[config.mk]
export PLATFORM = sky130hd
export DESIGN_NAME = mod_n_counter
export DESIGN_NICKNAME = d
export VERILOG_FILES = /design/src/rtl/mod_n_counter.sv
export SDC_FILE = /design/constraint.sdc
export NUM_CORES = 1
export LEC_CHECK = 0
export CORE_AREA = 2 2 39 41
export DETAILED_ROUTE_END_ITERATION = 16
export DIE_AREA = 0 0 41 43
export GPL_TIMING_DRIVEN = 0
export PLACE_DENSITY = 0.42
export SETUP_SLACK_MARGIN = 0.4
export SLEW_MARGIN = 10
export SYNTH_ARGS = -nofsm -noshare
export SYNTH_HDL_FRONTEND = slang
export SYNTH_SLANG_ARGS = --single-unit
[constraint.sdc]
create_clock -name clk -period 1.5 [get_ports clk]
set_clock_uncertainty 0.05 [all_clocks]
set_input_delay 0.3 -clock clk [delete_from_list [all_inputs] [get_ports clk]]
set_output_delay 0.3 -clock clk [all_outputs]
set_load 0.005 [all_outputs]
[src/rtl/mod_n_counter.sv]
// Free-running modulo counter over 0..MAX_VAL that never produces SKIP_VAL.
// Define MOD_N_COUNTER_ASSERT_EN to compile in simulation-only sequence checks.
module mod_n_counter #(
  parameter int LENGTH   = 4,
  parameter int MAX_VAL  = 7,
  parameter int SKIP_VAL = 4
) (
  input  logic              clk,
  input  logic              rst,
  output logic [LENGTH-1:0] counter
);

  localparam logic [LENGTH-1:0] MAX_L  = LENGTH'(MAX_VAL);
  localparam logic [LENGTH-1:0] SKIP_L = LENGTH'(SKIP_VAL);
  localparam logic [LENGTH-1:0] ONE_L  = LENGTH'(1);
  localparam logic [LENGTH-1:0] ZERO_L = {LENGTH{1'b0}};

  if ((MAX_VAL >= (1 << LENGTH)) || (SKIP_VAL < 1) || (SKIP_VAL > MAX_VAL)) begin : g_bad_params
    $fatal(1, "mod_n_counter: illegal LENGTH/MAX_VAL/SKIP_VAL combination");
  end

  logic [LENGTH-1:0] counter_d;
  logic [LENGTH-1:0] counter_q;
  logic [LENGTH-1:0] inc_s;

  // Next-count: the skipped value and anything above MAX_VAL also fall back to 0
  always_comb begin
    inc_s     = counter_q + ONE_L;
    counter_d = ZERO_L;
    if ((counter_q == SKIP_L) || (counter_q >= MAX_L)) begin
      counter_d = ZERO_L;
    end else if (inc_s == SKIP_L) begin
      counter_d = (SKIP_L == MAX_L) ? ZERO_L : (SKIP_L + ONE_L);
    end else begin
      counter_d = inc_s;
    end
  end

  // Count register with synchronous reset
  always_ff @(posedge clk) begin
    if (rst) begin
      counter_q <= ZERO_L;
    end else begin
      counter_q <= counter_d;
    end
  end

  assign counter = counter_q;

`ifdef MOD_N_COUNTER_ASSERT_EN
  mod_n_counter_chk #(
    .LENGTH   (LENGTH),
    .MAX_VAL  (MAX_VAL),
    .SKIP_VAL (SKIP_VAL)
  ) u_chk (
    .clk     (clk),
    .rst     (rst),
    .counter (counter_q)
  );
`else
`endif

endmodule

`ifdef MOD_N_COUNTER_ASSERT_EN
module mod_n_counter_chk #(
  parameter int LENGTH   = 4,
  parameter int MAX_VAL  = 7,
  parameter int SKIP_VAL = 4
) (
  input logic              clk,
  input logic              rst,
  input logic [LENGTH-1:0] counter
);

  localparam logic [LENGTH-1:0] MAX_L  = LENGTH'(MAX_VAL);
  localparam logic [LENGTH-1:0] SKIP_L = LENGTH'(SKIP_VAL);
  localparam logic [LENGTH-1:0] ONE_L  = LENGTH'(1);

  logic              seen_q;
  logic              chk_q;
  logic [LENGTH-1:0] exp_q;

  // Track whether reset has occurred and predict the next value of a plain count step
  always @(posedge clk) begin
    if (rst) begin
      seen_q <= 1'b1;
    end
    chk_q <= (seen_q === 1'b1) && !rst;
    if ((counter == MAX_L) || (counter == SKIP_L) || (counter > MAX_L)) begin
      exp_q <= {LENGTH{1'b0}};
    end else if ((counter + ONE_L) == SKIP_L) begin
      exp_q <= (SKIP_L == MAX_L) ? {LENGTH{1'b0}} : (SKIP_L + ONE_L);
    end else begin
      exp_q <= counter + ONE_L;
    end
  end

  // Range and sequence checks, active only once reset has been seen
  always @(posedge clk) begin
    if (seen_q === 1'b1) begin
      assert (counter != SKIP_L) else $error("mod_n_counter: skipped value produced");
      assert (counter <= MAX_L) else $error("mod_n_counter: value above MAX_VAL");
      if (chk_q) begin
        assert (counter == exp_q) else $error("mod_n_counter: sequence rule broken");
      end
    end
  end

endmodule
`endif

**Word-level counts from Yosys, hierarchy flattened**

Index checks and enable logic that the tools add are counted.

- Register bits after elaboration: 4
- Input bits: 2
- Output and inout port bits: 4

- Add/sub/neg operators: 1
- Order comparisons: 1
- Eq/ne operators: 2
- Multiplexer cells: 1
- Reductions and logical operators: 3

Operators with widths:

| cell | count |
|---|---|
| $eq A4 B3 Y1 const B | 2 |
| $add A4 B1 Y4 const B | 1 |
| $ge A4 B3 Y1 const B | 1 |
| $mux W3 | 1 |
| $reduce_or A3 Y1 | 1 |
| $reduce_or A2 Y1 | 1 |
| $logic_or A1 B1 Y1 | 1 |

**Longest topological paths before layout**

Gate-level depths: netlist of the first run.

- Depth after elaboration: 3
- Gate-level depth with buffers: 4
- Gate-level depth less buffers: 4

**Least setup slack after synthesis of the first run**

No wires, ideal clock.

- Kind: register to register
- Start point: reg counter_q[0] (netlist: counter[0])
- End point: reg counter_q[1] (netlist: counter[1])
- Library setup time: 70 ps
- Data arrival time: 1173 ps
- Slack: 207 ps
- Stages on the path, launching flop included: 5
- Path buffers: 0
- Cells stage by stage: dfxtp_1 -> inv_1 -> ha_1 -> or4b_1 -> a21oi_1

- Cells in the longest elaborated chain, start to end: 3
- Elaborated cells between the ends (all ways): 6
- Those cells by class: add/sub: 1; order compare: 1; eq/ne: 2; reduce/logical: 2

Ends and longest elaborated chain:

| what | RTL line | text |
|---|---|---|
| start, declared | 23 | `logic [LENGTH-1:0] counter_q;` |
| start signal, assigned | 44 | `counter_q <= counter_d;` |
| $add A4 B1 Y4 (*) | 28 | `inc_s = counter_q + ONE_L;` |
| via inc_s[1] | 24 | `logic [LENGTH-1:0] inc_s;` |
| $eq A4 B3 Y1 | 32 | `end else if (inc_s == SKIP_L) begin` |
| $reduce_or A3 Y1 (no source line) | - |  |

The timed path passes the listed nets; every way through them passes the cells marked *.
A chain may end at the register's enable or synchronous reset.

**Worst setup path in the final report of the first run**

Same ends and word-level chain as after synthesis.

==> results of run 1 <==
-- timing repair --
item / in CTS / in global routing
pin swaps: 2 / 0
endpoints found under the setup margin: 8 / 8
setup buffers: 4 / 1
resized for setup: 21 / 10
gates cloned: 0 / 0
-- routing by layer --
metal | track usage (%) | share of wire [%]
met1 | 8.039 | 39
met2 | 10.63 | 46
met3 | 7.853 | 11
met4 | 6.000 | 3.2
met5 | 0 | 0
-- stage by stage --
stage	TNS [ps]	worst slack (ps)
3_5_place_dp	-6.280	-6.280
6_report	0	177.6
2_1_floorplan	0	237.9
4_1_cts	0	179.5
3_3_place_gp	0	0.09148
5_1_grt	0	142.5
-- power by group --
group	total, mW	internal (mW)	leakage, nW	switching, mW
registers	0.128	0.119	0.0346	0.00883
logic	0.111	0.0657	0.116	0.0452
clock network	0.133	0.0894	0.0138	0.0436
total	0.371	0.274	0.165	0.0976
-- worst reg2reg max path: cells and delay by family, from the launching register on --
kind	cells	cell delay [ps]
flip-flops	1	350
adder cells (fa/ha/maj)	1	240
AND/OR/NAND/NOR	1	450
buffers and inverters	1	40
AO/OA/AOI/OAI	1	120
-- final timing paths --
kind / end / slack (ps) / depth (start not counted)
worst max-delay path: counter[1]$_SDFF_PP0_ / 180 / 4
worst min-delay path: counter[2]$_SDFF_PP0_ / 390 / 2
worst max register to register: counter[1]$_SDFF_PP0_ / 180 / 4
worst min register to register: counter[0]$_SDFF_PP0_ / 510 / 2
-- layout make-up --
type | instances | area share (%)
sequential | 4 | 23.57
timing repair buffer | 10 | 20.54
tap | 16 | 5.387
multi-input combinational | 12 | 41.75
inverter | 2 | 2.694
clock buffer | 3 | 6.061
-- cell usage in the layout, fill, tap and decap left out, drive strengths merged --
cell / instances
a211oi: 1
a21oi: 1
and3: 1
buf: 7
clkbuf: 5
dfxtp: 4
dlymetal6s2s: 1
ha: 2
inv: 2
nand2b: 1
nor2b: 1
nor4b: 2
o21ai: 1
or3b: 1
or4b: 1
-- cell families after synthesis --
| kind of cell | after synthesis | synth area share [%] |
|---|---|---|
| AND/OR/NAND/NOR | 7 | 29.74 |
| flip-flops | 4 | 43.24 |
| adder cells (fa/ha/maj) | 2 | 13.51 |
| AO/OA/AOI/OAI | 3 | 9.456 |
| buffers and inverters | 2 | 4.056 |
==> results summary, run 1 <==
Entering global routing, the biggest net connects 6 pins. The maximum ir drop on the vdd rail came out at 0.3610 mV. The cell taking the most area after synthesis is sky130_fd_sc_hd__dfxtp_1. Among all flip-flop cells after synthesis, the most frequent one is sky130_fd_sc_hd__dfxtp_1. The synthesized netlist occupies a cell area of 185.2 µm². Setup repair after global routing could not meet its margin everywhere.

The count of final max-slew check failures came out at 0. The slew at the pin closest to its max-slew limit is 321.3 ps. In this run the critical register-to-register path is launched from counter[0]$_SDFF_PP0_. The class of the worst hold path is in2reg. The cell count after placement is 39. The commonest cells after synthesis are 4 x sky130_fd_sc_hd__dfxtp_1, 2 x sky130_fd_sc_hd__ha_1, 2 x sky130_fd_sc_hd__inv_1, 2 x sky130_fd_sc_hd__nor4b_1.

The number of hold buffers added after CTS was 0. The number of enable-type register cells in the synthesized netlist came out at 0. The number of antenna violations at the first check in global routing is 0.

The required time at the worst-slack endpoint came out at 1610 ps. Once the floorplan was initialized, standard cells occupied 13.38% of the core. The worst hold slack after final layout is 389.2 ps. Broken down by cell family, the worst path's largest delay share belongs to simple AND/OR/NAND/NOR gates. The library cell with the highest instance count after synthesis is sky130_fd_sc_hd__dfxtp_1. The highest clock frequency the design can meet is 0.7562 GHz. The number of unique standard cell types used by synthesis came out at 12. The share of final-layout standard cells stronger than drive strength 1 is 80.65%. The number of nets in the synthesized netlist is 22. The post-detailed-placement cell area came out at 257.7 µm². The share of async-settable or async-resettable flops after synthesis came out at 0%. The most critical setup path has its startpoint at counter[0]$_SDFF_PP0_. The count of placed standard cells in the final layout, fillers left out is 47. The total non-filler cell area in the finished layout is 371.6 µm². The largest registers in the layout are counter (4). The number of nets with antenna violations after routing came out at 0.

The repair_antennas step left the layout with diodes totalling 0. The number of setup violations in the final report is 0. From bottom edge to top edge, the die measures 43 µm.

The shortest clock period the worst path allows after layout came out at 1322 ps. The worst setup path is launched from a flop. The run finished with clean final reports. The number of standard-cell rows in the floorplan is 14. The clock latency on the worst-skew pair is 240 ps. The global router's overall resource usage came out at 8.333%. The level count of the clock H-tree came out at 1. After technology mapping, the gate count stands at 18. In the final routed layout, each cell accounts on average for 11.21 µm. The final layout contains 37 nets. The number of hold violations in the final report came to 0. Ranked by flip-flop count, first place goes to counter. The signal on the critical path passes through inv_4 > ha_4 > or4b_4 > a21oi_2.

The number of clock buffers inserted by TritonCTS is 3. The count of buffer and inverter cells on the critical path came out at 1. The worst-case clock buffer depth is 2. The post-synthesis average cell area is 10.29 µm². The total of buffers placed on input and output ports is 5. The worst setup path is captured at a flop. The hold path startpoint is rst. The number of violations reported at the end of detailed-routing iteration 0 is 1. The data arrival time of the critical path is 1440 ps. The total power came out at 0.3714 mW. The area growth from synthesis to layout came out at 100.7%. The register area came out at 87.58 µm². The first-pass GRT wire length came out at 855 µm. Routability-driven placement finished with a final weighted congestion of 0.6441. The total wire length after detailed routing is 527 µm. In this run the worst path has a maximum fanout of 3. The standard cell with the maximum stage delay on the critical path is sky130_fd_sc_hd__or4b_4. The critical path class is reg2reg.

After detailed routing, the number of vias per cell comes to 4.149. The power density relative to cell area came out at 999.4 mW/mm². The number of sinks driven by the clock tree came out at 4. The area of the multi-input gates is 155.1 µm². In this run the clock root is driven by a sky130_fd_sc_hd__clkbuf_4. The total number of yosys warnings is 0. The residual DRC count came out at 0. For this design the static power due to leakage is 0.1646 nW. The core box area came out at 0.001384 mm². The full die area is 0.001763 mm². The CTS clock-pin slew for the worst setup and hold paths came out at 40 ps.

The width of the chip came out at 41 µm. The via count of the first global-routing pass was 208. The normalized max-slew margin came out at 78.55%. Ranked by total cell area, the synthesized netlist is headed by sky130_fd_sc_hd__dfxtp_1 43%, sky130_fd_sc_hd__ha_1 14%, sky130_fd_sc_hd__nor4b_1 9.5%, sky130_fd_sc_hd__or4b_1 5.4%, sky130_fd_sc_hd__or3b_1 4.7%. The fraction of the yosys area taken by sequential cells is 43.24%.

The area share of the largest cell type after synthesis is 43.24%. The I/O pin total is 6. The total congestion overflow after global routing is 0. The pre-antenna-repair detailed-routing pass consisted of 4 iterations.

The worst stage delay on the critical path came out at 450 ps. The via count of the routed design is 195. The number of flip-flops under the largest register name is 4. Counting flops and latches in the post-synthesis netlist gives 4. Across the run, the number of max-cap violations was 0. The final core area utilization is 26.85%. The portion of the clock cycle consumed by the worst path in the final layout is 88.16%. The number of filler cells placed in the layout came out at 155. TritonCTS built the clock tree.
(Power assumes the default switching activity.)
==> run 2, diff against run 1 <==
ABC_AREA = 1   (was not set)
==> run 2 against run 1 <==
Net effect: area after synthesis down 2.7%; non-clock buffer count down 3; flip-flop and latch count unchanged; first-iteration DRC count up 100%; combinational power down 43%; critical path depth down 1; maximum frequency up 26%; routed wire length down 19%; final cell count up 4.3%; global-route usage down 1.9 points; utilization down 5.9 points; critical path type unchanged; largest power group is now sequential cells.
==> results summary, run 2 <==
The flow ran to the end, and the final reports show no timing, DRC or antenna violations. The total number of yosys warnings is 0. The worst-case clock buffer depth came out at 2. The worst stage delay on the critical path is 350 ps.

The part of the total power dissipated in sequential elements came out at 41.1%. Hold repair after CTS inserted 0 buffers. The first global-routing pass estimated 683 µm of wire. The element type at the critical path start is a flop. The startpoint identified for the worst hold timing path is counter[1]$_SDFF_PP0_. STA puts the critical path data arrival time at 1150 ps. The switching power of the nets is 0.08196 mW. The CTS clock-pin slew for the worst setup and hold paths came out at 30 ps. Setup repair after global routing left no endpoint under its margin. In this run the power density over the cells is 1113 mW/mm². The element type at the critical path end is a flop. The maximum fanout encountered on the critical timing path came out at 4. The worst path in the final design needs a cycle of 1048 ps, including I/O delays and setup. The final core area utilization is 20.98%. Traced cell by cell, the critical path runs through ha_2 > or2_1 > a21oi_2. The number of standard-cell rows in the floorplan is 14.

The normalized max-slew margin is 88.61%. The number of filler cells placed in the layout came out at 158. Counting both buffers and inverters, the worst setup path holds a total of 0. The I/O pin total came out at 6.

The commonest cells after synthesis are 4 x sky130_fd_sc_hd__dfxtp_1, 4 x sky130_fd_sc_hd__inv_1, 4 x sky130_fd_sc_hd__nor2_1. The number of hold violations in the final report is 0. The residual DRC count is 0. The share of final-layout standard cells stronger than drive strength 1 came out at 57.58%.

The register with the most flip-flops in the final layout is counter. Measured along the x axis, the die boundary spans 41 µm. The number of antenna violations at the first check in global routing was 0.

The setup TNS is 0 ps. The clock root buffer master is sky130_fd_sc_hd__clkbuf_4. The library cell used most frequently in the layout, excluding fill and tap cells, is sky130_fd_sc_hd__nor2_1. The netlist uses 10 different library cells. In this run the biggest area consumer among cell types represents 44.44% of the synthesized area. The path with the worst hold slack has its endpoint at counter[3]$_SDFF_PP0_.

The area growth from synthesis to layout is 61.11%. The number of setup violations in the final report came out at 0. The average wire per cell in the routed design is 8.673 µm. The number of clock buffers inserted by TritonCTS is 3.

For the worst flop-to-flop path, the logic depth is 3. Summed over all instances, the cell type with the most area after synthesis is sky130_fd_sc_hd__dfxtp_1. The net count of the mapped netlist came out at 27. The fraction of power spent switching nets came out at 25.38%. The via count of the first global-routing pass is 188. In the final layout, the registers with the most flip-flops are counter (4). The required time at the worst-slack endpoint is 1610 ps. The core box area came out at 0.001384 mm². For this design, the slowest cell found on the critical path is sky130_fd_sc_hd__dfxtp_4.

Synthesis inferred 4 register bits. Static timing analysis puts the maximum clock frequency at 0.9542 GHz. The first-pass detailed-route iteration total is 2. For this run the aggregate overflow at the end of global routing stands at 0. The register with the most flip-flops in the layout has 4 of them. The worst hold slack after final layout came out at 461.8 ps. The slack of the worst reg-to-reg path is 450 ps.

The critical path is of the reg2reg type. The fraction of the yosys area taken by sequential cells is 44.44%. The CTS tree is built.

The clock drives 4 sinks. Counting flops with a built-in enable in the synthesized netlist gives 0. Wires add up to 425 µm. In the finished design, the share of the clock period the worst path needs comes to 69.87%. The via count of the routed design came out at 174. The internal cell power is 0.2410 mW. The post-synthesis average cell area is 7.834 µm². The clock network is responsible for 39.4% of the overall power. The total of buffers placed on input and output ports is 5.

The design draws 0.3230 mW. Global routing used 6.426% of the available tracks across all layers. The instance count along the most critical hold path came out at 2.

After synthesis, the share of flip-flops with an asynchronous set or reset is 0%. The origin of the critical flop-to-flop path is counter[0]$_SDFF_PP0_. The class of the worst hold path is reg2reg. The pin count of the biggest net entering global routing came out at 5. The count of final max-slew check failures came to 0. The end of the worst register-to-register path is counter[2]$_SDFF_PP0_. By area the synthesized netlist is led by sky130_fd_sc_hd__dfxtp_1 44%, sky130_fd_sc_hd__ha_1 14%, sky130_fd_sc_hd__inv_1 8.3%, sky130_fd_sc_hd__nor2_1 8.3%, sky130_fd_sc_hd__a21oi_1 5.6%.

The number of diodes came out at 0. Measured along the y axis, the die boundary spans 43 µm. The number of maximum-capacitance constraint violations came out at 0.

The detail route stage leaves a number of antenna-violating nets equal to 0. In the layout the commonest cells are 4 x sky130_fd_sc_hd__nor2_1, 3 x sky130_fd_sc_hd__inv_1, 3 x sky130_fd_sc_hd__clkbuf_4, 3 x sky130_fd_sc_hd__dfxtp_2, 3 x sky130_fd_sc_hd__buf_2. The kind of cell with the highest combined delay along the critical path is flip-flops. The clock latency on the worst-skew pair is 230 ps.

The proportion of power drawn by combinational gates is 19.5%. At the pin with the least slew margin, the transition time is 170.2 ps. The number of violations reported at the end of detailed-routing iteration 0 came out at 2. Routability-driven placement finished with a final weighted congestion of 0.6890. The full die area is 0.001763 mm².

The leakage power came out at 0.1250 nW. In this run the worst setup path begins at counter[0]$_SDFF_PP0_. Counting every instance in the synthesized netlist gives 23. CTS built an H-tree with a depth of 1. The starting utilization of the core area came out at 13.02%.

The sum of net half-perimeters after detailed placement came out at 293.7 µm. The flip-flop cell with the highest count after synthesis is sky130_fd_sc_hd__dfxtp_1. The summed instance area of the synthesized netlist is 180.2 µm². The number of vias per cell came out at 3.551. IR analysis of the VDD net gives a maximum drop of 0.2746 mV. The post-layout net count is 39.
==> run 2: cell count changes after synthesis, moves of 2 or more <==
cell	previous run	this run
sky130_fd_sc_hd__inv_1	2	4
sky130_fd_sc_hd__nand2_1	0	2
sky130_fd_sc_hd__nand3_1	0	2
sky130_fd_sc_hd__nor2_1	0	4
sky130_fd_sc_hd__nor4b_1	2	0
==> run 2: final cells by class <==
| type | count | area [µm²] | share of cell area [%] |
|---|---|---|---|
| multi-input cells | 15 | 100.1 | 34.48 |
| flip-flops and latches | 4 | 87.58 | 30.17 |
| repair buffers | 7 | 45.04 | 15.52 |
| clock buffers | 3 | 22.52 | 7.759 |
| well taps | 16 | 20.02 | 6.897 |
| inverters | 4 | 15.01 | 5.172 |
==> run 2: how the worst max path moves through the flow <==
stage	end	depth (start not counted)
2_1_floorplan	counter[2]$_SDFF_PP0_	5
3_3_place_gp	counter[3]	1
3_5_place_dp	counter[2]	1
4_1_cts	counter[2]	1
5_1_grt	counter[0]$_SDFF_PP0_	5
6_report	counter[2]$_SDFF_PP0_	3
==> run 2: metrics by stage <==
step                instance area, µm²  instances  worst slack (ps)
finish                           290.3         49             452.0
global route                     290.3         49             388.0
CTS                              285.3         49             393.9
detailed placement               250.2         44             254.7
global placement                 250.2         44             259.0
floorplan                        180.2         23             439.1
==> run 2: worst register-to-register path, cell delays in order (launching register included) <==
cell and delay [ps]:
sky130_fd_sc_hd__dfxtp_4 350, sky130_fd_sc_hd__ha_2 200, sky130_fd_sc_hd__or2_1 240, sky130_fd_sc_hd__a21oi_2 140
==> run 2: kinds of logic (layout without fill, tap and decap cells) <==
kind of cell,after synthesis,count (layout),share of synthesized area (%)
simple gates,9,9,21.53
compound gates,4,4,11.81
flops,4,4,44.45
buf+inv,4,14,8.331
fa+ha+maj,2,2,13.89
==> run 2: routing by layer <==
| metal | vias to the layer above | share of wire [%] | global-route usage [%] |
|---|---|---|---|
| li1 | 94 | - | - |
| met1 | 78 | 43 | 6.109 |
| met2 | 2 | 54 | 8.438 |
| met3 | 0 | 2.8 | 1.571 |
| met4 | 0 | 0 | 10.00 |
| met5 | - | 0 | 0 |
==> run 2: what timing repair did <==
item | 4_1_cts | 5_1_grt
resized for setup | 20 | 6
endpoints found under the setup margin | 8 | 5
pin swaps | 2 | 2
setup buffers | 2 | 0
==> run 2: power by group through the flow <==
| stage | registers [mW] | logic (mW) | clock network, mW |
|---|---|---|---|
| floorplan | 0.131 | 0.0303 | 0 |
| global route | 0.135 | 0.0732 | 0.138 |
| CTS | 0.131 | 0.0624 | 0.138 |
| global placement | 0.132 | 0.0610 | 0 |
| detailed placement | 0.133 | 0.0607 | 0 |
| finish | 0.133 | 0.0629 | 0.127 |
